**config.mk**
```make
export PLATFORM = sky130hd
export DESIGN_NAME = fadd_scheduler
export DESIGN_NICKNAME = d
export VERILOG_FILES = /design/src/rtl/fadd_scheduler.sv
export SDC_FILE = /design/constraint.sdc
export NUM_CORES = 1
export LEC_CHECK = 0
export CAP_MARGIN = 40
export CORE_MARGIN = 2
export CORE_UTILIZATION = 45
export CTS_CLUSTER_DIAMETER = 200
export DETAILED_ROUTE_END_ITERATION = 8
export MAX_ROUTING_LAYER = met4
export PLACE_DENSITY = 0.79
export SETUP_SLACK_MARGIN = 0.3
export SKIP_LAST_GASP = 1
export SYNTH_ARGS = -nofsm -noshare
export SYNTH_HDL_FRONTEND = slang
export SYNTH_SLANG_ARGS = --single-unit
```
**constraint.sdc**
```tcl
create_clock -name clock -period 6.3 [get_ports clock]
set_input_delay 0.63 -clock clock [delete_from_list [all_inputs] [get_ports clock]]
set_output_delay 0.63 -clock clock [all_outputs]
set_load 0.005 [all_outputs]
```
**src/rtl/fadd_scheduler.sv**
```systemverilog
// Round-robin front end for a shared fixed-latency adder with an ordered response FIFO.
// Grants are credit-limited so every operation in flight always has a FIFO slot waiting for it.
module fadd_scheduler #(
  parameter int N       = 16,
  parameter int NREQ    = 4,
  parameter int ADD_LAT = 3,
  parameter int DEPTH   = 4
) (
  input  logic                      clock,
  input  logic                      reset,
  input  logic [NREQ-1:0]           req_valid,
  input  logic [NREQ*N-1:0]         req_a,
  input  logic [NREQ*N-1:0]         req_b,
  output logic [NREQ-1:0]           req_ready,
  output logic [N-1:0]              add_a,
  output logic [N-1:0]              add_b,
  output logic                      add_valid,
  input  logic [N-1:0]              add_sum,
  output logic                      rsp_valid,
  input  logic                      rsp_ready,
  output logic [N-1:0]              rsp_sum,
  output logic [$clog2(NREQ)-1:0]   rsp_id
);

  localparam int IDW = $clog2(NREQ);
  localparam int PW  = (DEPTH > 1) ? $clog2(DEPTH) : 1;
  localparam int CW  = $clog2(DEPTH + 1);

  logic [IDW-1:0] rr_ptr_q, rr_ptr_d;
  logic [CW-1:0]  credits_q, credits_d;
  logic [N-1:0]   add_a_q, add_b_q;
  logic           add_valid_q;
  logic [IDW-1:0] add_id_q;
  logic [ADD_LAT-1:0] tag_v_q;
  logic [IDW-1:0] tag_id_q [ADD_LAT];

  logic [N-1:0]   mem_sum [DEPTH];
  logic [IDW-1:0] mem_id  [DEPTH];
  logic [PW-1:0]  wr_ptr_q, wr_ptr_d, rd_ptr_q, rd_ptr_d;
  logic [CW-1:0]  count_q, count_d;

  logic [NREQ-1:0] grant;
  logic [IDW-1:0]  gnt_id;
  logic [IDW-1:0]  idx;
  logic            found;
  logic            xfer;
  logic            push;
  logic            pop;

  function automatic logic [PW-1:0] ptr_inc(input logic [PW-1:0] p);
    return (p == PW'(DEPTH - 1)) ? '0 : p + PW'(1);
  endfunction

  // Credits cover FIFO occupancy plus operations still in the adder.
  always_comb begin
    grant  = '0;
    gnt_id = '0;
    idx    = '0;
    found  = 1'b0;
    for (int k = 0; k < NREQ; k++) begin
      idx = rr_ptr_q + IDW'(k);
      if (!found && req_valid[idx]) begin
        found  = 1'b1;
        gnt_id = idx;
      end
    end
    if (found && !reset && (credits_q < CW'(DEPTH))) grant[gnt_id] = 1'b1;
  end

  assign req_ready = grant;
  assign xfer      = |grant;
  assign push      = tag_v_q[ADD_LAT-1];
  assign rsp_valid = (count_q != '0);
  assign pop       = rsp_valid & rsp_ready;

  always_comb begin
    rr_ptr_d = xfer ? gnt_id + IDW'(1) : rr_ptr_q;
    case ({xfer, pop})
      2'b10:   credits_d = credits_q + CW'(1);
      2'b01:   credits_d = credits_q - CW'(1);
      default: credits_d = credits_q;
    endcase
    case ({push, pop})
      2'b10:   count_d = count_q + CW'(1);
      2'b01:   count_d = count_q - CW'(1);
      default: count_d = count_q;
    endcase
    wr_ptr_d = push ? ptr_inc(wr_ptr_q) : wr_ptr_q;
    rd_ptr_d = pop  ? ptr_inc(rd_ptr_q) : rd_ptr_q;
  end

  always_ff @(posedge clock) begin
    if (reset) begin
      rr_ptr_q    <= '0;
      credits_q   <= '0;
      add_a_q     <= '0;
      add_b_q     <= '0;
      add_valid_q <= 1'b0;
      add_id_q    <= '0;
      tag_v_q     <= '0;
      wr_ptr_q    <= '0;
      rd_ptr_q    <= '0;
      count_q     <= '0;
    end else begin
      rr_ptr_q    <= rr_ptr_d;
      credits_q   <= credits_d;
      add_valid_q <= xfer;
      if (xfer) begin
        add_a_q  <= req_a[gnt_id*N +: N];
        add_b_q  <= req_b[gnt_id*N +: N];
        add_id_q <= gnt_id;
      end
      for (int i = ADD_LAT - 1; i >= 1; i--) tag_v_q[i] <= tag_v_q[i-1];
      tag_v_q[0] <= add_valid_q;
      wr_ptr_q   <= wr_ptr_d;
      rd_ptr_q   <= rd_ptr_d;
      count_q    <= count_d;
    end
  end

  // Tag ids and FIFO storage need no reset; valids above qualify them.
  always_ff @(posedge clock) begin
    for (int i = ADD_LAT - 1; i >= 1; i--) tag_id_q[i] <= tag_id_q[i-1];
    tag_id_q[0] <= add_id_q;
    if (push && !reset) begin
      mem_sum[wr_ptr_q] <= add_sum;
      mem_id[wr_ptr_q]  <= tag_id_q[ADD_LAT-1];
    end
  end

  always_ff @(posedge clock) begin
    if (!reset && push) assert (count_q != CW'(DEPTH));
  end

  assign add_a     = add_a_q;
  assign add_b     = add_b_q;
  assign add_valid = add_valid_q;
  assign rsp_sum   = rsp_valid ? mem_sum[rd_ptr_q] : '0;
  assign rsp_id    = rsp_valid ? mem_id[rd_ptr_q]  : '0;

endmodule
```
; Yosys cells after proc, flatten, opt, wreduce, memory -nomap -nowiden
; Memories as Yosys holds them, arrays and structs flattened. A register that Yosys moved wholly into a read port is not among the register bits.
; Index checks and enable logic that the tools add are counted.
[word_totals]
regBits = 50
latch_bits = 0
ramBits = 78
mem_bits_ro = 0
out_inout_bits = 56
mem_count = 3
[memory_table]
columns = name, words, word_bits, rd, rd_clocked_by_memory_dff, wr, line
row1 = mem_sum, 4, 16, 1, 1, 1, 37  ; logic [N-1:0] mem_sum [DEPTH];
row2 = mem_id, 4, 2, 1, 1, 1, 38  ; logic [IDW-1:0] mem_id [DEPTH];
row3 = tag_id_q, 3, 2, 3, 0, 3, 35  ; logic [IDW-1:0] tag_id_q [ADD_LAT];
[classes]
n_addsub = 10
mul = 0
n_div = 0
n_lt_le_gt_ge = 7
n_eq_ne = 6
shift = 2
mux = 31
bitwise = 1
reduce_logical = 15
[ops]
columns = operator, count
row1 = variable part select 64 x 7 -> 16 bit, 2
row2 = 2-to-1 mux 2 bit, 11
row3 = 2-to-1 mux 16 bit, 1
row4 = less-than comparator 2 x 3 -> 1 bit (second input constant), 5
row5 = one-hot mux 3 bit (2 select lines), 2
row6 = 2-to-1 mux 1 bit, 11
row7 = adder 2 x 1 -> 2 bit (second input constant), 4
row8 = binary-select mux 1 bit (select 2 bit), 4
row9 = equality test 2 bit (second input constant), 4
row10 = logical AND 1 bit, 7
row11 = adder 3 x 1 -> 3 bit (second input constant), 2
row12 = subtractor 3 x 1 -> 3 bit (second input constant), 2
row13 = adder 2 bit (second input constant), 2
row14 = equality test 2 x 1 -> 1 bit (second input constant), 2
row15 = logical NOT 1 bit, 4
row16 = 2-to-1 mux 4 bit, 1
row17 = nonzero test 2 bit, 2
row18 = OR reduction 4 bit, 1
row19 = less-than comparator 3 bit (second input constant), 1
row20 = nonzero test 3 bit, 1
row21 = demux 1 bit (select 2 bit), 1
row22 = >= comparator 2 x 1 -> 1 bit (second input constant), 1
row23 = bitwise AND 1 bit, 1

; Depth between registers and ports, before layout
[depth]
word_depth = 20
depth_mapped = 11
depth_no_buf = 9

; Worst setup path after synthesis
; Ideal clock, no wire load.
[synth_timing]
path_type = in2reg
from = input req_valid[2]
to = register credits_q[2]
arrival_time_ns = 2.662
required_ns = 6.229
path_slack_ns = 3.566
stages = 10
path_buffers = 1
cell_sequence = or4_1 > and3_1 > buf_6 > clkinv_4 > ha_1 > inv_1 > fa_1 > xor2_1 > or3_1 > a21oi_1
[synth_via]
elab_chain_len = 20
[synth_rtl]
columns = element, line
row1 = from (decl), 11  ; input logic [NREQ-1:0] req_valid,
row2 = binary-select mux 1 bit (select 2 bit), 62  ; if (!found && req_valid[idx]) begin
row3 = 2-to-1 mux 1 bit (not written as such), 62
row4 = 2-to-1 mux 1 bit, 62
row5 = logical NOT 1 bit, 62
row6 = logical AND 1 bit, 62
row7 = 2-to-1 mux 1 bit, 62
row8 = logical NOT 1 bit, 62
row9 = logical AND 1 bit, 62
row10 = [... 4 more ...], n/a
row11 = less-than comparator 2 x 3 -> 1 bit (not written as such) or >= comparator 2 x 1 -> 1 bit (tied branches), 67  ; if (found && !reset && (credits_q < CW'(DEPTH))) grant[gnt_id] = 1'b1;
row12 = logical AND 1 bit (not written as such), 67
row13 = 2-to-1 mux 1 bit (not written as such), 67
row14 = demux 1 bit (select 2 bit), 67
row15 = 2-to-1 mux 4 bit (*), 67
row16 = OR reduction 4 bit (*), 71  ; assign xfer = |grant;
row17 = equality test 2 x 1 -> 1 bit or equality test 2 bit (tied branches), 78  ; case ({xfer, pop})
row18 = one-hot mux 3 bit (2 select lines) or nonzero test 2 bit (tied branches), n/a
row19 = to (signal assigned), 106  ; credits_q <= credits_d;
row20 = to (decl), 30  ; logic [CW-1:0] credits_q, credits_d;
; Mark *: on every way between the ends. The rest lies on a longest branch, timed or not. The select of a mux whose other input is x is not followed.
; A chain may end at the register's enable or synchronous reset.

; Worst setup path after layout
[layout_timing]
from = input req_valid[1]
to = output req_ready[0]
[layout_via]
elab_chain_len = 17
[layout_rtl]
columns = element, line
row1 = binary-select mux 1 bit (select 2 bit), 62
row2 = 2-to-1 mux 1 bit (not written as such), 62
row3 = 2-to-1 mux 1 bit, 62
row4 = logical NOT 1 bit, 62
row5 = logical AND 1 bit, 62
row6 = 2-to-1 mux 1 bit, 62
row7 = logical NOT 1 bit, 62
row8 = logical AND 1 bit, 62
row9 = 2-to-1 mux 1 bit, 62
row10 = logical NOT 1 bit, 62
row11 = logical AND 1 bit, 62
row12 = 2-to-1 mux 2 bit, 62
row13 = less-than comparator 2 x 3 -> 1 bit (not written as such) or >= comparator 2 x 1 -> 1 bit (tied branches), 67
row14 = logical AND 1 bit (not written as such), 67
row15 = 2-to-1 mux 1 bit (not written as such), 67
row16 = demux 1 bit (select 2 bit), 67
row17 = 2-to-1 mux 4 bit (*), 67
row18 = to (decl), 14  ; output logic [NREQ-1:0] req_ready,
; Marks and branches as above.

==> out/qor.json <==
{
  "max_stage_delay": {"value": 620, "unit": "ps"},
  "fin_crit_sh": {"value": 60.1, "unit": "%"},
  "ys_top_cells_by_area": {"value": "sky130_fd_sc_hd__edfxtp_1 (35%), sky130_fd_sc_hd__dfxtp_1 (19%), sky130_fd_sc_hd__mux4_2 (6.5%), sky130_fd_sc_hd__o211ai_2 (6.0%), sky130_fd_sc_hd__mux2i_1 (5.8%)"},
  "cts.root.buffer_cell": {"value": "sky130_fd_sc_hd__clkbuf_16"},
  "synthToLayoutAreaGrowth": {"value": 44.2, "unit": "%"},
  "synth_top_flop_cell": {"value": "sky130_fd_sc_hd__edfxtp_1"},
  "first_pass_iters": {"value": 4},
  "cts_tree": {"value": "done"},
  "cts.sink_count": {"value": 130},
  "slowest_stage_cell_cp": {"value": "sky130_fd_sc_hd__and2_4"},
  "ant_nets": {"value": 0},
  "postSynthRegisterBits": {"value": 130},
  "summed_instance_area_of_the_synthesized_netlist": {"value": 6250, "unit": "µm²"},
  "relSlewSlack": {"value": 51.7, "unit": "%"},
  "grt_pass1_wl": {"value": 23.1, "unit": "mm"},
  "crit_type": {"value": "input pin to primary output"},
  "synth_cells": {"value": 486},
  "finalWirelength": {"value": 15.0, "unit": "mm"},
  "dpl.cell_count": {"value": 846},
  "grt_antenna_before_repair": {"value": 0},
  "synth.most_common_cell": {"value": "sky130_fd_sc_hd__edfxtp_1"},
  "tmin_final": {"value": 3790, "unit": "ps"},
  "worstSetupEndpointType": {"value": "primary output"},
  "crit_top_cell": {"value": "sky130_fd_sc_hd__clkdlybuf4s50_1"},
  "clock.fmax": {"value": 264, "unit": "MHz"},
  "drc": {"value": 0},
  "place.detailed.hpwl": {"value": 11.3, "unit": "mm"},
  "reg2reg_slack": {"value": 3660, "unit": "ps"},
  "route.vias.total": {"value": 4525},
  "overflow": {"value": 0},
  "post_cts_hold_buffer_count": {"value": 0},
  "grt_max_degree": {"value": 65},
  "finalNonFillerCells": {"value": 878},
  "cts_post_setup_buffers_inserted": {"value": 0},
  "cts_max_path_buffers": {"value": 2},
  "global_route_usage_over_all_layers": {"value": 21.0, "unit": "%"},
  "startpoint_type": {"value": "input pin"},
  "post_drt_wl_per_cell": {"value": 17.0, "unit": "µm"},
  "yosys-top-cells-count": {"value": "sky130_fd_sc_hd__edfxtp_1 (72), sky130_fd_sc_hd__dfxtp_1 (58), sky130_fd_sc_hd__nand2_1 (39), sky130_fd_sc_hd__and3_1 (36), sky130_fd_sc_hd__mux2i_1 (36)"},
  "critical_path_peak_fanout": {"value": 64},
  "syn-mean-instance-area": {"value": 12.9, "unit": "µm²"},
  "fillers": {"value": 1061},
  "port_buffers": {"value": 206},
  "finalCoreUtilization": {"value": 65.7, "unit": "%"},
  "cts_repair_resize_count": {"value": 0},
  "cts_inserted_buffers": {"value": 17},
  "gpl.final_weighted_congestion": {"value": 0.819},
  "grt_setup_unrepaired": {"value": "false"},
  "leakagePower": {"value": 3.33, "unit": "nW"},
  "run_status": {"value": "complete, no violations"},
  "die_height": {"value": 122, "unit": "µm"},
  "crit_path_cell_trace": {"value": "clkdlybuf4s50_1, nor2b_1, a211o_4, and2_4, nor3_1, clkdlybuf4s50_1"},
  "yosysWarnings": {"value": 0},
  "yosys.area.top_type": {"value": "sky130_fd_sc_hd__edfxtp_1"},
  "tightestPinTransition": {"value": 722, "unit": "ps"},
  "via_per_inst": {"value": 5.15},
  "syn-num-nets": {"value": 646},
  "synth-seq-area-share": {"value": 53.2, "unit": "%"},
  "final.setup_skew": {"value": 11.8, "unit": "ps"},
  "min_path_type": {"value": "flip-flop to flip-flop"},
  "die_w": {"value": 122, "unit": "µm"},
  "initial_core_util": {"value": 45.6, "unit": "%"},
  "core.rowCount": {"value": 43},
  "post-synth-top-area-fraction": {"value": 34.6, "unit": "%"},
  "post_synth_num_cell_types": {"value": 42},
  "timing_hold_violations_final": {"value": 0},
  "final_layout_size_suffix_gt1_share": {"value": 18.1, "unit": "%"},
  "postSynth.asyncResetShare": {"value": 0, "unit": "%"},
  "design.portCount": {"value": 207},
  "clk_pin_slew_worst_paths": {"value": 50, "unit": "ps"},
  "initialDrtViolationCount": {"value": 193},
  "coreArea": {"value": 13700, "unit": "µm²"},
  "insertedDiodeCount": {"value": 0},
  "final_nets": {"value": 845},
  "power.density": {"value": 292, "unit": "nW/µm²"},
  "maxCapViolCount": {"value": 0},
  "setup_viol": {"value": 0},
  "critical_path_required": {"value": 5670, "unit": "ps"},
  "maxSlewViolCount": {"value": 0},
  "ir_worst_vdd": {"value": 0.248, "unit": "mV"},
  "clk-insertion-delay-late": {"value": 410, "unit": "ps"},
  "critical_path_arrival": {"value": 3160, "unit": "ps"},
  "synth-edff-count": {"value": 72},
  "htree_levels": {"value": 4},
  "setup_total_negative_slack": {"value": 0, "unit": "ps"},
  "first_global_vias": {"value": 4582},
  "die-area": {"value": 14800, "unit": "µm²"}
}
-- per-stage QoR --
stage	instance area, µm²	hold WS (ps)	total power [mW]	worst slack (ps)
floorplan	6250	310	1.42	3570
global placement	8340	313	1.70	2300
detailed placement	8440	315	1.73	2510
CTS	9010	330	2.66	2500
global route	9010	332	2.76	2330
finish	9010	326	2.63	2510
-- layout make-up --
cell class / instances / area, µm² / area share [%]
Tap cell: 180 / 225 / 2.50
Clock inverter: 14 / 139 / 1.54
Timing Repair Buffer: 215 / 2190 / 24.3
Inverter: 13 / 53.8 / 0.597
Sequential cell: 130 / 3320 / 36.9
Clock buffer: 18 / 429 / 4.76
Multi-Input combinational cell: 308 / 2650 / 29.4
-- state kept, by name (all words and copies together) (netlist names), named ones only --
register / cells
add_id_q: 2
rd_ptr_q: 2
tag_id_q: 6
rr_ptr_q: 2
add_valid: 1
tag_v_q: 3
mem_id: 8
count_q: 3
add_b: 16
mem_sum: 64
add_a: 16
credits_q: 3
wr_ptr_q: 2
-- worst max-delay path: cells and delay by family --
kind	cells	cell delay, ps
simple gates	3	1040
buf+inv	2	960
compound gates	1	480
-- final timing paths --
check | startpoint | end | depth (start not counted)
min | tag_id_q[0][3] | tag_id_q[0][5] | 0
max | req_valid[1] | req_ready[0] | 6
min reg2reg | tag_id_q[0][3] | tag_id_q[0][5] | 0
max reg2reg | count_q[0] | count_q[2] | 9
-- where the power goes --
part	switching, mW	internal [mW]	total (mW)
Sequential	0.0433	0.974	1.02
Combinational	0.307	0.381	0.688
Clock	0.350	0.579	0.929
-- routing by layer --
metal / routed length (µm) / vias up / GRT usage [%]
li1: - / 2197 / -
met1: 5770 / 2154 / 23.3
met2: 7990 / 157 / 36.6
met3: 1020 / 17 / 6.84
met4: 176 / 0 / 5.75
met5: 0 / - / -
-- kinds of logic after synthesis --
| group | share of synthesized area, % |
|---|---|
| multiplexers | 12.3 |
| adder cells (fa/ha/maj) | 2.04 |
| buffers and inverters | 4.52 |
| XOR/XNOR | 0.561 |
| AND/OR/NAND/NOR | 11.7 |
| flip-flops | 53.2 |
| AO/OA/AOI/OAI | 15.8 |
-- cells in the final DEF, fill, tap and decap left out, drive strengths merged, types with 2 or more instances in the layout --
cell type      instances
a21boi                31
a21oi                  7
and2                  20
and3                  36
buf                    9
bufinv                 2
clkbuf                18
clkdlybuf4s50        206
clkinv                 7
clkinvlp               4
dfxtp                 58
edfxtp                72
fa                     2
ha                     7
inv                   14
mux2i                 36
mux4                  18
nand2                 40
nor2                  17
nor2b                  7
nor3                   5
o211ai                31
o21ai                 33
or3                    3
xor2                   4
No activity file was read; power rests on OpenSTA's default activity.
